--- config.mk ---
export PLATFORM = sky130hd
export DESIGN_NAME = pattern_generator
export DESIGN_NICKNAME = d
export VERILOG_FILES = /design/src/rtl/pattern_generator.sv
export SDC_FILE = /design/constraint.sdc
export NUM_CORES = 1
export LEC_CHECK = 0
export CORE_MARGIN = 2
export CORE_UTILIZATION = 26
export DETAILED_ROUTE_END_ITERATION = 6
export PLACE_DENSITY = 0.54
export SLEW_MARGIN = 20
export SYNTH_ARGS = -nofsm -noshare
export SYNTH_HDL_FRONTEND = slang
export SYNTH_SLANG_ARGS = --single-unit
--- constraint.sdc ---
create_clock -name counter10h -period 5.75 [get_ports counter10h]
set_input_delay 0.8625 -clock counter10h [delete_from_list [all_inputs] [get_ports counter10h]]
set_output_delay 0.8625 -clock counter10h [all_outputs]
set_load 0.05 [all_outputs]
--- src/rtl/pattern_generator.sv ---
// pattern_generator
//   Upstream stage of the score calculator. Steps a 16-bit Galois LFSR on
//   every 10 Hz tick and shows a non-zero 8-bit target pattern for a hold
//   window, followed by a blank gap of 8'h00. The hold window shrinks once
//   per level, and the game ends after NUM_ROUNDS patterns. A correct copy
//   of the pattern on the switches ends the hold window early.
//
// Ports
//   counter10h  in   1  10 Hz tick; every state change happens on its rising edge
//   reset       in   1  asynchronous, active-high
//   start       in   1  level; starts or restarts a game from IDLE or DONE
//   user_input  in   8  player switches
//   pattern     out  8  current target, 8'h00 when nothing is shown
//   round_num   out  8  1-based current/last round, 0 in IDLE
//   level       out  4  0-based level, saturates at 15
//   busy        out  1  high while showing or blanking
//   game_over   out  1  high once all rounds are played
module pattern_generator #(
  parameter logic [15:0] LFSR_SEED    = 16'hACE1,
  parameter int          START_HOLD   = 20,
  parameter int          MIN_HOLD     = 5,
  parameter int          HOLD_STEP    = 1,
  parameter int          LEVEL_ROUNDS = 4,
  parameter int          GAP_TICKS    = 3,
  parameter int          NUM_ROUNDS   = 32
) (
  input  logic       counter10h,
  input  logic       reset,
  input  logic       start,
  input  logic [7:0] user_input,
  output logic [7:0] pattern,
  output logic [7:0] round_num,
  output logic [3:0] level,
  output logic       busy,
  output logic       game_over
);

  localparam logic [15:0] LFSR_TAPS   = 16'hB400;
  localparam logic [15:0] SEED_INIT   = (LFSR_SEED == 16'h0000) ? 16'h0001 : LFSR_SEED;
  localparam logic [7:0]  HOLD_INIT   = 8'(START_HOLD);
  localparam logic [7:0]  HOLD_MIN    = 8'(MIN_HOLD);
  localparam logic [7:0]  GAP_LAST    = 8'(GAP_TICKS - 1);
  localparam logic [7:0]  ROUNDS_LAST = 8'(NUM_ROUNDS);
  localparam logic [7:0]  LVL_ROUNDS  = 8'(LEVEL_ROUNDS);

  typedef enum logic [1:0] {IDLE, SHOW, BLANK, DONE} state_t;

  state_t      state, state_n;
  logic [15:0] lfsr;
  logic [7:0]  prev, prev_n;
  logic [7:0]  hold, hold_n;
  logic [7:0]  timer, timer_n;
  logic [7:0]  pattern_n, round_n;
  logic [3:0]  level_n;
  logic [7:0]  cand;
  logic        level_up;
  logic [7:0]  hold_next_lvl;

  function automatic logic [15:0] lfsr_step(input logic [15:0] s);
    return s[0] ? ((s >> 1) ^ LFSR_TAPS) : (s >> 1);
  endfunction

  // Non-zero candidate that never repeats the previous pattern.
  function automatic logic [7:0] pick_pattern(input logic [7:0] c, input logic [7:0] last);
    logic [7:0] c1;
    c1 = (c == 8'h00) ? 8'h01 : c;
    if (c1 == last) begin
      c1 = c1 + 8'd1;
      if (c1 == 8'h00)
        c1 = 8'h01;
    end
    return c1;
  endfunction

  // Difference is taken in a wider signed domain, so the floor is applied
  // before any wrap can occur.
  function automatic logic [7:0] sat_hold(input logic [7:0] h);
    logic signed [9:0] diff;
    diff = $signed({2'b00, h}) - $signed(10'(HOLD_STEP));
    return (diff < $signed({2'b00, HOLD_MIN})) ? HOLD_MIN : diff[7:0];
  endfunction

  function automatic logic [3:0] sat_level(input logic [3:0] l);
    return (l == 4'hF) ? l : l + 4'd1;
  endfunction

  assign cand          = pick_pattern(lfsr[7:0], prev);
  assign level_up      = ((round_num % LVL_ROUNDS) == 8'd0);
  assign hold_next_lvl = level_up ? sat_hold(hold) : hold;

  always_comb begin
    state_n   = state;
    pattern_n = pattern;
    prev_n    = prev;
    round_n   = round_num;
    level_n   = level;
    hold_n    = hold;
    timer_n   = timer;
    unique case (state)
      IDLE, DONE: begin
        if (start) begin
          state_n   = SHOW;
          pattern_n = cand;
          prev_n    = cand;
          round_n   = 8'd1;
          level_n   = 4'd0;
          hold_n    = HOLD_INIT;
          timer_n   = HOLD_INIT - 8'd1;
        end
      end
      SHOW: begin
        if ((user_input == pattern) || (timer == 8'd0)) begin
          state_n   = BLANK;
          pattern_n = 8'h00;
          timer_n   = GAP_LAST;
        end else begin
          timer_n = timer - 8'd1;
        end
      end
      BLANK: begin
        if (timer != 8'd0) begin
          timer_n = timer - 8'd1;
        end else if (round_num == ROUNDS_LAST) begin
          state_n = DONE;
        end else begin
          state_n   = SHOW;
          round_n   = round_num + 8'd1;
          level_n   = level_up ? sat_level(level) : level;
          hold_n    = hold_next_lvl;
          timer_n   = hold_next_lvl - 8'd1;
          pattern_n = cand;
          prev_n    = cand;
        end
      end
      default: state_n = IDLE;
    endcase
  end

  // Registered state and outputs, advanced on each tick
  always_ff @(posedge counter10h or posedge reset) begin
    if (reset) begin
      state     <= IDLE;
      lfsr      <= SEED_INIT;
      pattern   <= 8'h00;
      prev      <= 8'h00;
      round_num <= 8'd0;
      level     <= 4'd0;
      hold      <= HOLD_INIT;
      timer     <= 8'd0;
      busy      <= 1'b0;
      game_over <= 1'b0;
    end else begin
      state     <= state_n;
      lfsr      <= lfsr_step(lfsr);
      pattern   <= pattern_n;
      prev      <= prev_n;
      round_num <= round_n;
      level     <= level_n;
      hold      <= hold_n;
      timer     <= timer_n;
      busy      <= (state_n == SHOW) || (state_n == BLANK);
      game_over <= (state_n == DONE);
    end
  end

endmodule

==> results by group, run 1 <==
Synthesis
  – Mapped Cells: just under 400
  – Mapped cell area: 0.003613 sq mm
  – EDFF count, synth: 0
  – Yosys cell types: 61
  – Sequential element share of the synthesized area: 0.4467
  – Yosys Warn Count: 0
  – FF+latch count, synth: 64
  – Ys async rst share: 1.000
  – Syn Nets: 410
  – Synthesized area per cell: 9.289 sq um
  – Prevailing post-synth register cell: dfrtp_1

Setup path
  – Reg2reg end: timer[6]$_DFFE_PP0P_
  – CP endpoint: timer[6]$_DFFE_PP0P_
  – Slowest CP cell: or4_4
  – Flop2flop setup slack: ~2600 ps
  – Crit path launch: hold[0]$_DFFE_PP0P_
  – Worst EP required: roughly 6000 ps
  – Crit path max fanout: 9
  – Reg2Reg Launch Point: hold[0]$_DFFE_PP0P_
  – Setup crit end kind: register
  – Setup CP Type: reg -> reg
  – Worst path cell trace: inv_1 > ha_1 > or4_4 > a22o_4 > and2_1 > o21ai_1 > ha_1 > inv_1 > nor4b_4 > xor2_1 > o21ai_1
  – Crit path largest cell delay: between 500 and 600 ps
  – Worst path arrival time: roughly 3400 ps
  – Crit path launch type: register
  – Reg2reg path depth: 11

Placed design
  – DP Wirelength: 6.318 mm
  – PortBufs: 32
  – Pre-CTS WS: roughly 2600 ps
  – Routability cong.: 0.7833

Global route
  – GRT met1 Usage: 0.1640
  – Busiest grt layer: met2
  – Vias in the first global route: ~2900
  – M3 GR Usage: 0.02762
  – Initial antenna violation count: 0
  – Grt total ovfl: 0
  – GR Util met2: 0.1983
  – Largest net degree at the start of global routing: 65
  – First-pass GRT wire length: between 10 and 15 mm
  – Total global-route track usage: 0.1238

Outcome
  – Status: completed

Clock tree
  – Clock Sinks: 64
  – Clock Latency Late Sink: about 330 ps
  – PostCTS Resize Cnt: 0
  – Hold_buf cts: 0
  – TritonCTS Buffers: 9
  – Max Buffers Root-to-Sink: 2
  – CTS tree: done
  – Htree depth: 3
  – Total setup buffers inserted after CTS: 0
  – Root Driver: clkbuf_16
  – Clock transition at the registers of the reported paths: 60 ps

Timing
  – Worst Setup Slack, final: ~2600 ps
  – Setup violations, final: 0
  – Setup TNS: 0 ps
  – Max Freq: approximately 320 MHz
  – Layout Skew: slightly above 6 ps
  – Final Hold Viols: 0
  – Relative slew slack: 0.4485
  – Worst-margin pin slew: just over 800 ps
  – Final Critical Period: ~3200 ps
  – Final slew viol count: 0
  – Period utilization: 0.5496
  – RSZ-0062 raised after global routing: no

Power
  – Pint: about 1.2 mW
  – Clock group share of total power: 0.297
  – Net Sw Power: about 0.84 mW
  – Comb pwr share: 0.419
  – PwrDens: between 400 and 500 mW/mm^2
  – Sw Share: 0.4144
  – P_leak: approximately 1.8 nW
  – Peak VDD IR: around 0.00019 V
  – Sequential Power Share: 0.284

Job
  – MaxCap Viol Count: 0

Route
  – DR vias: 2936
  – Overall routed net length: 8.746 mm
  – Residual DRC: 0
  – Antenna-violating nets left: 0
  – Routed length per instance: ~14 microns
  – Initial DRC Count: between 150 and 200
  – Via density: just under 5
  – First drt pass iteration count: 4

Floorplanning
  – Die X: 121.9 microns
  – Total die area: 0.01486 sq mm
  – Top Ports: 33
  – Cell Rows: 43
  – Die Y: between 100 and 150 microns
  – Core footprint: roughly 0.014 sq mm
  – Starting Density: 0.2634

Cells and area
  – NumNets Final: 440
  – Antenna cells: 0
  – Share of cells above drive strength 1: 0.1038
  – Area Overhead vs Synth: 22.89%

Hold path
  – Worst hold path class: reg -> reg
cell type report:
cell class	count	area, sq um
well taps	180	225.2
clock buffers	10	239.0
multi-input cells	292	1868
flip-flops and latches	64	1614
fillers	1443	9279
repair buffers	34	335.3
inverters	18	67.56
clock inverters	6	91.34
worst min-delay path by stage:
stage / startpoint / endpoint / depth (start not counted)
after floorplan: lfsr[9]$_DFF_PP0_ / lfsr[8]$_DFF_PP0_ / 0
after global placement: lfsr[12]$_DFF_PP0_ / lfsr[11]$_DFF_PP1_ / 0
after detailed placement: lfsr[8]$_DFF_PP0_ / lfsr[7]$_DFF_PP1_ / 0
after CTS: lfsr[12]$_DFF_PP0_ / lfsr[11]$_DFF_PP1_ / 0
after global routing: lfsr[12]$_DFF_PP0_ / lfsr[11]$_DFF_PP1_ / 0
final: lfsr[12]$_DFF_PP0_ / lfsr[11]$_DFF_PP1_ / 0
stage by stage:
stage	hold WS, ps	std cells	cell area (sq um)	power, mW	utilization
after floorplan	331.2	389	3613	1.182	-
after global placement	336.0	588	4110	1.421	0.2996
after detailed placement	338.4	588	4110	1.423	0.2996
after CTS	354.6	604	4441	2.036	0.3237
after global routing	369.7	604	4441	2.166	0.3237
final	351.1	604	4441	2.017	0.3237
kinds of logic after synthesis:
| family | share of synthesized area |
|---|---|
| compound gates | 0.1648 |
| mux | 0.01697 |
| buf+inv | 0.03636 |
| simple gates | 0.2084 |
| flops | 0.4467 |
| xor+xnor | 0.09211 |
| fa+ha+maj | 0.03463 |
synth_stat cells (2+ instances only):
cell / n / area, sq um
mux2i_1: 5 / 50.05
nor3_1: 13 / 65.06
a22oi_1: 3 / 22.52
a31oi_1: 4 / 25.02
o22ai_1: 5 / 31.28
nand3_1: 7 / 35.03
o21ai_0: 39 / 195.2
ha_1: 10 / 125.1
a21oi_1: 13 / 65.06
xor2_1: 19 / 166.4
dfrtp_1: 54 / 1351
o21ai_1: 5 / 25.02
a211oi_1: 2 / 15.01
or3_1: 3 / 18.77
dfstp_2: 10 / 262.8
xnor2_1: 19 / 166.4
nand2b_1: 5 / 31.28
nand3_2: 2 / 20.02
nor4_1: 4 / 25.02
clkbuf_1: 14 / 52.55
inv_1: 18 / 67.56
a22o_1: 3 / 26.28
nand2_1: 51 / 191.4
nor2_1: 30 / 112.6
nor2b_1: 2 / 12.51
a32o_1: 2 / 20.02
or2_2: 2 / 12.51
nand4_1: 10 / 62.56
and2_1: 2 / 12.51
and3_1: 2 / 12.51
power groups by stage:
stage          sequential, mW  combinational (mW)  clock [mW]
2_1_floorplan           0.624               0.558           0
3_3_place_gp            0.581               0.840           0
3_5_place_dp            0.581               0.842           0
4_1_cts                 0.573               0.847       0.616
5_1_grt                 0.583               0.952       0.631
6_report                0.573               0.846       0.598
flip-flops by register name, summed over array words and instances (netlist names):
signal / count
level: 4
round_num: 8
state: 2
game_over: 1
lfsr: 16
hold: 8
pattern: 8
timer: 8
prev: 8
busy: 1
worst max-delay path: cells and delay by family (launching register included):
family,cells,cell delay (ps)
AOI/OAI and AO/OA,3,570
xor gates and xnor gates,1,200
adders and majority gates,2,560
buffers and inverters,2,210
DFF,1,440
and+or+nand+nor,3,1060
layout by cell type (no fill, tap or decap), types with 3 or more instances in the layout:
cell,n
dfstp_2,10
mux2i_1,5
a22oi_1,3
a31oi_1,4
o22ai_1,5
o21ai_1,5
nor2_1,30
a22o_1,3
nand2_1,51
inv_1,17
nand4_1,10
nand3_1,7
or3_1,3
ha_1,10
o21ai_0,39
xor2_1,19
clkbuf_16,9
dfrtp_1,54
a21oi_1,13
nor4_1,4
xnor2_1,19
nand2b_1,5
clkdlybuf4s50_1,32
nor3_1,13
layer usage:
layer  part of all wire  up-vias
met3              0.038       10
met5                  0        -
met2               0.48       68
li1                   -     1425
met4              0.015        0
met1               0.47     1433
Note: power is estimated with default switching activity, not from simulation.
==> run 2: changes to the inputs <==
Clock period 5.75 ns to 3.1 ns, I/O delays scaled along.
==> run 2 against run 1 <==
Critical path depth shrank 1. Clock power grew 67%. Sequential power grew 87%. Sequential share of layout area shrank 0.42 points. Critical path type unchanged. Die area is the same. Final cell count grew 1.8%.
==> results by group, run 2 (same netlist as run 1, synthesis figures left out) <==
Route
  – First drt pass iteration count: 4 (unchanged)
  – Routed length per instance: 14.32 microns (-1.1%)
  – Overall routed net length: 8.805 mm (+0.67%)
  – Initial DRC Count: 186 (+11%)
  – Residual DRC: 0 (unchanged)
  – DR vias: 2982 (+1.6%)
  – Via density: 4.849 (-0.25%)
  – Antenna-violating nets left: 0 (unchanged)

Clock tree
  – Clock Sinks: 64 (unchanged)
  – Clock Latency Late Sink: 320 ps (about the same)
  – Htree depth: 3 (unchanged)
  – Max Buffers Root-to-Sink: 2 (unchanged)
  – Total setup buffers inserted after CTS: 0 (unchanged)
  – TritonCTS Buffers: 9 (unchanged)
  – Clock transition at the registers of the reported paths: 60 ps (about the same)
  – Root Driver: clkbuf_16
  – CTS tree: done

Setup path
  – Worst Path Buf+Inv: 1 (-1)
  – Worst path cell trace: or3_1 > or4_4 > a22o_4 > and2_4 > o21ai_1 > ha_1 > inv_1 > nor4b_4 > xor2_1 > o21ai_1
  – Slowest CP cell: or4_4
  – Crit path largest cell delay: 460 ps (-120 ps)
  – Worst path arrival time: 3100 ps (-270 ps)
  – CP most frequent cell: o21ai_1
  – Worst EP required: 3310 ps (-2650 ps)
  – Flop2flop setup slack: 210 ps (-2380 ps)
  – Setup CP Type: reg -> reg
  – Crit path launch type: register
  – Reg2Reg Launch Point: hold[0]$_DFFE_PP0P_
  – Crit path max-delay family: simple AND/OR/NAND/NOR gates
  – Reg2reg end: timer[6]$_DFFE_PP0P_
  – Reg2reg path depth: 10 (-1)
  – Crit path max fanout: 7 (-2)
  – Setup crit end kind: register

Hold path
  – Hold-critical path depth: 0 (unchanged)
  – Critical hold path startpoint: lfsr[9]$_DFF_PP0_
  – Hold Path Sink: lfsr[8]$_DFF_PP0_
  – Worst hold path class: reg -> reg

Timing
  – Worst-margin pin slew: 798.7 ps (-28.46 ps)
  – RSZ-0062 raised after global routing: no
  – Period utilization: 0.9315 (+0.3819)
  – Final slew viol count: 0 (unchanged)
  – Setup violations, final: 0 (unchanged)
  – Setup TNS: 0 ps (unchanged)
  – Final Critical Period: 2888 ps (-272.4 ps)
  – Relative slew slack: 0.4675 (+0.01897)
  – Max Freq: 346.3 MHz (+9.4%)
  – Final Hold Viols: 0 (unchanged)
  – Layout Skew: 6.640 ps (+0.4293 ps)

Floorplanning
  – Die Y: 121.9 microns (unchanged)
  – Cell Rows: 43 (unchanged)
  – Top Ports: 33 (unchanged)
  – Total die area: 0.01486 sq mm (unchanged)
  – Starting Density: 0.2634 (unchanged)
  – Die X: 121.9 microns (unchanged)
  – Core footprint: 0.01372 sq mm (unchanged)

Cells and area
  – Fillers: 1416 (-1.9%)
  – Most common cell after layout, fill and taps aside: dfrtp_1
  – Antenna cells: 0 (unchanged)
  – Layout Cells excl Fill: 615 (+1.8%)
  – Leading cell types in the layout, fill and taps excluded: dfrtp_1 (54), nand2_1 (51), o21ai_0 (39)
  – Top reg by flops: lfsr
  – Max reg flops: 16 (unchanged)
  – Area Overhead vs Synth: 24.31%
  – NumNets Final: 451 (+2.5%)
  – Share of cells above drive strength 1: 0.1287 (+0.02496)

Outcome
  – Status: completed

Power
  – Peak VDD IR: 0.0003515 V (+87%)
  – P_leak: 1.859 nW (+2.4%)
  – PwrDens: 827.8 mW/mm^2 (+82%)

Global route
  – First-pass GRT wire length: 14.91 mm (+3.3%)
  – Largest net degree at the start of global routing: 65 (unchanged)
  – Initial antenna violation count: 0 (unchanged)
  – Grt total ovfl: 0 (unchanged)
  – Total global-route track usage: 0.1265 (+0.002651)
  – Vias in the first global route: 2932 (+2.4%)

Placed design
  – PortBufs: 32 (unchanged)
  – Dpl cells: 599 (+1.9%)
  – DP Wirelength: 6.476 mm (+2.5%)
  – Routability cong.: 0.7982 (+1.9%)

Job
  – MaxCap Viol Count: 0 (unchanged)
==> run 2: cell count changes in the layout (fill, tap and decap cells not counted) <==
cell | before | now
bufinv_16 | 2 | 1
and2_4 | 1 | 2
and2_1 | 2 | 1
clkinv_2 | 1 | 3
clkbuf_8 | 1 | 0
buf_4 | 2 | 13
==> run 2: how the worst max path moves through the flow <==
| stage | from | to | depth (start not counted) |
|---|---|---|---|
| global route | hold[0]$_DFFE_PP0P_ | timer[6]$_DFFE_PP0P_ | 13 |
| global placement | hold[0]$_DFFE_PP0P_ | timer[6]$_DFFE_PP0P_ | 10 |
| detailed placement | hold[0]$_DFFE_PP0P_ | timer[6]$_DFFE_PP0P_ | 10 |
| CTS | hold[0]$_DFFE_PP0P_ | timer[6]$_DFFE_PP0P_ | 10 |
| floorplan | hold[0]$_DFFE_PP0P_ | timer[6]$_DFFE_PP0P_ | 12 |
| finish | hold[0]$_DFFE_PP0P_ | timer[6]$_DFFE_PP0P_ | 10 |
==> run 2: final cells by class <==
| type | count | area, sq um | area share |
|---|---|---|---|
| clock buffers | 9 | 225.2 | 0.05014 |
| clock inverters | 7 | 71.32 | 0.01588 |
| inverters | 18 | 67.56 | 0.01504 |
| multi-input cells | 292 | 1871 | 0.4164 |
| flip-flops and latches | 64 | 1614 | 0.3593 |
| well taps | 180 | 225.2 | 0.05014 |
| repair buffers | 45 | 417.9 | 0.09304 |
==> run 2: repair_timing <==
action                                  CTS  global route
endpoints found under the hold margin     0             0
endpoints found under the setup margin    0             1
hold buffers                              0             0
gates resized for setup                   0             1
==> run 2: through the flow <==
step           worst slack [ps]    util  hold WS [ps]  power, mW  cell area (sq um)
6_report                  212.4  0.3274         346.2      3.718               4492
5_1_grt                   2.155  0.3274         358.2      3.979               4492
4_1_cts                   184.7  0.3272         348.3      3.760               4489
3_5_place_dp              201.1  0.3056         334.7      2.739               4193
3_3_place_gp              245.3  0.3056         331.8      2.714               4193
2_1_floorplan             199.6       -         331.2      2.193               3613
==> run 2: per-layer routing <==
| layer | vias to the layer above | wire length, microns | track usage |
|---|---|---|---|
| li1 | 1454 | - | - |
| met1 | 1463 | 4015 | 0.1669 |
| met2 | 57 | 4376 | 0.2074 |
| met3 | 8 | 329 | 0.02575 |
| met4 | 0 | 83 | 0.04167 |
| met5 | - | 0 | 0 |
==> run 2: worst reg2reg max path, stage by stage, from the launching register on <==
cell     delay (ps)
dfrtp_1         430
or3_1           450
or4_4           460
a22o_4          260
and2_4          170
o21ai_1         180
ha_1            210
inv_1            90
nor4b_4         280
xor2_1          170
o21ai_1          70
==> run 2: where the power goes <==
group          switching, mW  internal [mW]
Combinational           1.07          0.578
Sequential             0.114          0.952
Clock                  0.377          0.623
Total                   1.57           2.15
==> run 3: changes to the inputs <==
Settings changed: CAP_MARGIN from default to 0.
==> results of run 3 <==
The final DEF is identical to that of run 2; final timing and power are the same.
==> variant 1: new RTL, flow settings as in run 2 <==
The parameter `HOLD_STEP` goes from 1 to 0.
--- a/src/rtl/pattern_generator.sv
+++ b/src/rtl/pattern_generator.sv
@@ -20,5 +20,5 @@
   parameter int          START_HOLD   = 20,
   parameter int          MIN_HOLD     = 5,
-  parameter int          HOLD_STEP    = 1,
+  parameter int          HOLD_STEP    = 0,
   parameter int          LEVEL_ROUNDS = 4,
   parameter int          GAP_TICKS    = 3,
Behaviour: no difference found for any inputs over 10 cycles, from zero or initial values and one cycle with reset high; that may be too few to reach the edited logic, so the function may still have changed.
==> variant 1 against run 2 <==
- area after synthesis fell by 7.9%
- clock skew up 1.5 ps
- largest cell class is now registers
- total power fell by 4.2%
- wire length down 17%
- sequential cell count unchanged
- die area shrank 7.7%
- sequential share of layout area up 3.2 points
- final area shrank 8.2%
- critical path type unchanged
- worst setup slack improved by 280 ps
==> variant 1: results (changes against run 2) <==
| Metric | Value |
|---|---|
| Hold Slack | 348.0 ps (+1.851 ps) |
| Arr. time, crit path | 2810 ps (-290 ps) |
| Sequential area share after synthesis | 48.51% (+3.8 points) |
| Flop2flop setup slack | 490 ps (+280 ps) |
| Share of layout cells above drive strength 1 | 13.44% (+0.57 points) |
| Sw frac | 42.80% (+0.69 points) |
| Post-CTS Resized | 0 (unchanged) |
| Final Skew | 8.147 ps (+1.507 ps) |
| Post-synth cell types | 59 (-3.3%) |
| Ant diodes | 0 (unchanged) |
| Reg2Reg Depth | 8 (-2) |
| Syn_nets | 350 (-15%) |
| Max clock buf depth | 2 (unchanged) |
| Slew @ Worst Pin | 820.9 ps (+22.22 ps) |
| Dpl hpwl | 5.422 mm (-16%) |
| Hold endpoint | lfsr[7] |
| Flop pwr share | 30.4% (+1.7 points) |
| H-tree depth | 3 (unchanged) |
| Run status | finished clean |
| Area contributors post-synth | dfrtp_1 41%, dfstp_2 7.9%, xor2_1 5.8% |
| Placed instance area | 3854 um2 (-8.1%) |
| Clock root buffer | clkbuf_16 |
| DRT Wirelength | 7.311 mm (-17%) |
| Leakage | 1.780 nW (-4.2%) |
| R2r endpoint | timer[3] |
| Placed cells | 528 (-12%) |
| Clock input transition at the sequential cells of the worst setup and hold paths | 50 ps |
| Clk. pwr | 0.000905 W (-9.5%) |
| GPL Wtd Cong | 0.8180 (+2.5%) |
| First-pass GRT wire length | 12.36 mm (-17%) |
| Cells on Worst Hold Path | 0 (unchanged) |
| Hold WC Path Type | reg -> reg |
| Largest net degree at the start of global routing | 44 (-32%) |
| Worst skew pair latency | 320 ps (about the same) |
| Worst R2R Start | timer[0] |
| Asr flop ratio synth | 100.0% (unchanged) |
| Nets | 387 (-14%) |
| Syn Area/Cell | 10.08 um2 (+8.5%) |
| Hold Path Origin | lfsr[8] |
| TritonRoute pass-1 iters | 5 (+1) |
| Crit-path max FO | 10 (+3) |
| Top power group | combinational cells |
| Post-DR wirelength/cell | 13.44 um (-6.1%) |
| Ys Warns | 0 (unchanged) |
| Largest Register | lfsr |
| Tot GR Track Use | 11.49% (-1.2 points) |
| Synth top cells by count | 54 x dfrtp_1, 33 x nand2_1, 22 x xor2_1 |
| Vias | 2503 (-16%) |
| Pre-CTS setup slack | 446.2 ps (+245.0 ps) |
| Peak supply drop | 380.0 uV (+8.1%) |
| 1st-iter DRT viols | 113 (-39%) |
variant 1: cell types whose count changed in the layout (fill, tap and decap cells not counted), moves of 5 or more:
cell,change
buf_4,-9
nand2_1,-18
nand4_1,-9
nor2_1,-9
nor2b_1,+5
o21ai_0,-24
variant 1: final cells by class:
| cell class | count | area (um2) |
|---|---|---|
| Inverter | 14 | 52.55 |
| Clock inverter | 7 | 46.29 |
| Timing Repair Buffer | 37 | 370.4 |
| Clock buffer | 9 | 225.2 |
| Sequential cell | 64 | 1614 |
| Multi-Input combinational cell | 241 | 1602 |
| Tap cell | 172 | 215.2 |
| Fill cell | 1283 | 8443 |
variant 1: how the worst max path moves through the flow:
stage	startpoint	to	slack, ps	cells past startpoint
global route	state[0]	hold[0]	290	7
floorplan	round_num[0]	prev[3]	590	9
finish	timer[0]	timer[3]	490	8
detailed placement	user_input[3]	timer[3]	450	7
CTS	state[0]	level[3]	480	7
global placement	user_input[3]	timer[3]	460	7
variant 1: worst max-delay path, cell delays in order (launching register included):
cell     delay (ps)
dfrtp_1         460
inv_1           140
ha_1            210
or4b_4          490
nor2_1          240
a211o_2         190
a21o_1          290
o21ai_1         120
a221o_1         360
variant 1: metal layers:
metal	routed length (um)	share of wire (%)	vias to the layer above	GRT usage, %
met1	3666	50	1211	16.30
met5	0	0	-	0
met4	102	1.4	0	3.765
met2	3310	45	39	17.61
li1	-	-	1244	-
met3	232	3.2	9	2.317
variant 1: kinds of logic (layout without fill, tap and decap cells):
family | count (synthesis) | count (layout) | synth area share [%]
fa+ha+maj | 9 | 9 | 3.385
compound gates | 69 | 69 | 13.46
mux | 6 | 6 | 1.993
flops | 64 | 64 | 48.51
buf+inv | 25 | 67 | 3.347
simple gates | 120 | 120 | 19.56
xor+xnor | 37 | 37 | 9.740
==> variant 2: new RTL, settings of run 2 <==
Made on the original files. Re-encode `state_t` (4 states) as one-hot, 4 bits wide.
--- a/src/rtl/pattern_generator.sv
+++ b/src/rtl/pattern_generator.sv
@@ -44,5 +44,5 @@
   localparam logic [7:0]  LVL_ROUNDS  = 8'(LEVEL_ROUNDS);
 
-  typedef enum logic [1:0] {IDLE, SHOW, BLANK, DONE} state_t;
+  typedef enum logic [3:0] {IDLE = 4'b0001, SHOW = 4'b0010, BLANK = 4'b0100, DONE = 4'b1000} state_t;
 
   state_t      state, state_n;
Function: same outputs for any inputs over 10 cycles, from zero or initial values and one cycle with reset high; not proved beyond that.
==> variant 2 against run 2 <==
- sequential share of layout area is 1.0 points higher
- wire length is 0.64% higher
- synthesized cell count fell by 1.3%
- area after synthesis increased by 0.45%
- sequential cell count increased by 2
- final area increased by 0.45%
- clock skew is 1.3 ps lower
- non-clock buffer count fell by 4
- worst setup slack better by 41 ps
- hold slack better by 2.9 ps
Power is not compared: it rests on default switching activity, and its combinational part moved more than twofold at a synthesized area within 25%.
==> variant 2: results (changes against run 2) <==
| Metric | Value |
|---|---|
| Grt met2 use | 21.54% (+0.80 points) |
| Vias | 2972 (-0.34%) |
| Clock root buffer | clkbuf_16 |
| Clock input transition at the sequential cells of the worst setup and hold paths | 60 ps (about the same) |
| Met1 usage in global routing | 15.13% (-1.6 points) |
| CTS Buf Count | 9 (unchanged) |
| TritonRoute pass-1 iters | 4 (unchanged) |
| Main synth FF type | dfrtp_1 |
| Initial antenna violation count | 0 (unchanged) |
| P_int | 0.001907 W |
| Synth top cells by count | 55 x dfrtp_1, 43 x nand2_1, 31 x o21ai_0 |
| Area contributors post-synth | dfrtp_1 38%, dfstp_2 8.0%, xor2_1 5.5% |
| Post-CTS Resized | 0 (unchanged) |
| Met3 global-route usage | 3.558% (+0.98 points) |
| Largest register FFs | 16 (unchanged) |
| Worst rel slew slack | 43.28% (-3.5 points) |
| Share of layout cells above drive strength 1 | 13.82% (+0.94 points) |
| Dpl hpwl | 6.281 mm (-3.0%) |
| Asr flop ratio synth | 100.0% (unchanged) |
| GPL Wtd Cong | 0.8113 (+1.6%) |
| Leakage | 1.907 nW |
| H-tree depth | 3 (unchanged) |
| Pre-CTS setup slack | 172.6 ps (-28.52 ps) |
| Crit-path max FO | 7 (unchanged) |
| Placed instance area | 4156 um2 (-0.87%) |
| Max clock buf depth | 2 (unchanged) |
| Largest net degree at the start of global routing | 67 (+3.1%) |
| Post-synth cell types | 60 (-1.6%) |
| Sequential area share after synthesis | 45.88% (+1.2 points) |
| Run status | finished clean |
| Largest Register | lfsr |
| Hold WC Path Type | reg -> reg |
| Arr. time, crit path | 3070 ps (-30 ps) |
| First-pass GRT wire length | 14.58 mm (-2.2%) |
| 1st-iter DRT viols | 156 (-16%) |
| Tot GR Track Use | 12.57% (-0.078 points) |
| Ys Warns | 0 (unchanged) |
| Peak supply drop | 259.0 uV |
| Worst skew pair latency | 330 ps |
| Ant diodes | 0 (unchanged) |
| Nets | 439 (-2.7%) |
| Post-DR wirelength/cell | 14.60 um (+2.0%) |
| Final Skew | 5.356 ps (-1.284 ps) |
| Setup Buffers After CTS | 0 (unchanged) |
| Syn_nets | 401 (-2.2%) |
| Count of port buffers added during placement | 32 (unchanged) |
[variant 2: cell types whose count changed in the layout (fill, tap and decap cells not counted), sizes merged, moves of 5 or more]
cell | before | now
a21oi | 13 | 24
inv | 19 | 14
nand2 | 51 | 43
o21ai | 45 | 33
nand3b | 1 | 6
xnor2 | 19 | 12
nand3 | 9 | 15
a21o | 1 | 9
[variant 2: cells by family after synthesis]
group,after synthesis,synth area share [%]
XOR/XNOR,35,8.445
AO/OA/AOI/OAI,93,16.24
flip-flops,66,45.88
multiplexers,3,0.8618
adder cells (fa/ha/maj),6,2.068
AND/OR/NAND/NOR,153,22.68
buffers and inverters,28,3.826
[variant 2: cell type report]
class / count / area (um2)
inverters: 14 / 52.55
well taps: 180 / 225.2
flip-flops and latches: 66 / 1667
clock buffers: 9 / 225.2
fillers: 1471 / 9261
clock inverters: 7 / 117.6
multi-input cells: 290 / 1837
repair buffers: 41 / 387.9
[variant 2: final timing paths]
kind | startpoint | to | slack, ps | cells past startpoint
max | hold[1] | timer[6] | 250 | 13
min | lfsr[12] | lfsr[11] | 350 | 0
max reg2reg | hold[1] | timer[6] | 250 | 13
min reg2reg | lfsr[12] | lfsr[11] | 350 | 0
max in group asynchronous | reset | hold[0] | 1780 | 3
min in group asynchronous | reset | lfsr[9] | 720 | 3
[variant 2: per-layer routing]
layer / wire, um / part of all wire [%]
met1: 4029 / 45
met2: 4304 / 49
met3: 335 / 3.8
met4: 191 / 2.2
met5: 0 / 0
[variant 2: through the flow]
stage,TNS (ps),std cells
2_1_floorplan,0,384
6_report,0,607
4_1_cts,0,607
3_3_place_gp,0,591
5_1_grt,-6.479,607
3_5_place_dp,0,591
[variant 2: critical path, cell delays in order, from the launching register on]
cell and delay, ps:
dfrtp_1 440, inv_1 90, ha_2 360, nand2_1 100
a2111oi_4 340, a31oi_1 130, nor2_1 160, nor2_1 50
mux2i_1 190, ha_2 250, and3_1 180, a31o_2 150
a21oi_1 50, o41ai_1 230
[variant 2: power by group through the flow]
| stage | logic [W] | clock network, W | registers [W] |
|---|---|---|---|
| 5_1_grt | 0.000615 | 0.00123 | 0.00102 |
| 4_1_cts | 0.000558 | 0.00119 | 0.00101 |
| 6_report | 0.000553 | 0.00117 | 0.00100 |
| 2_1_floorplan | 0.000365 | 0 | 0.00105 |
| 3_3_place_gp | 0.000552 | 0 | 0.00102 |
| 3_5_place_dp | 0.000556 | 0 | 0.00102 |
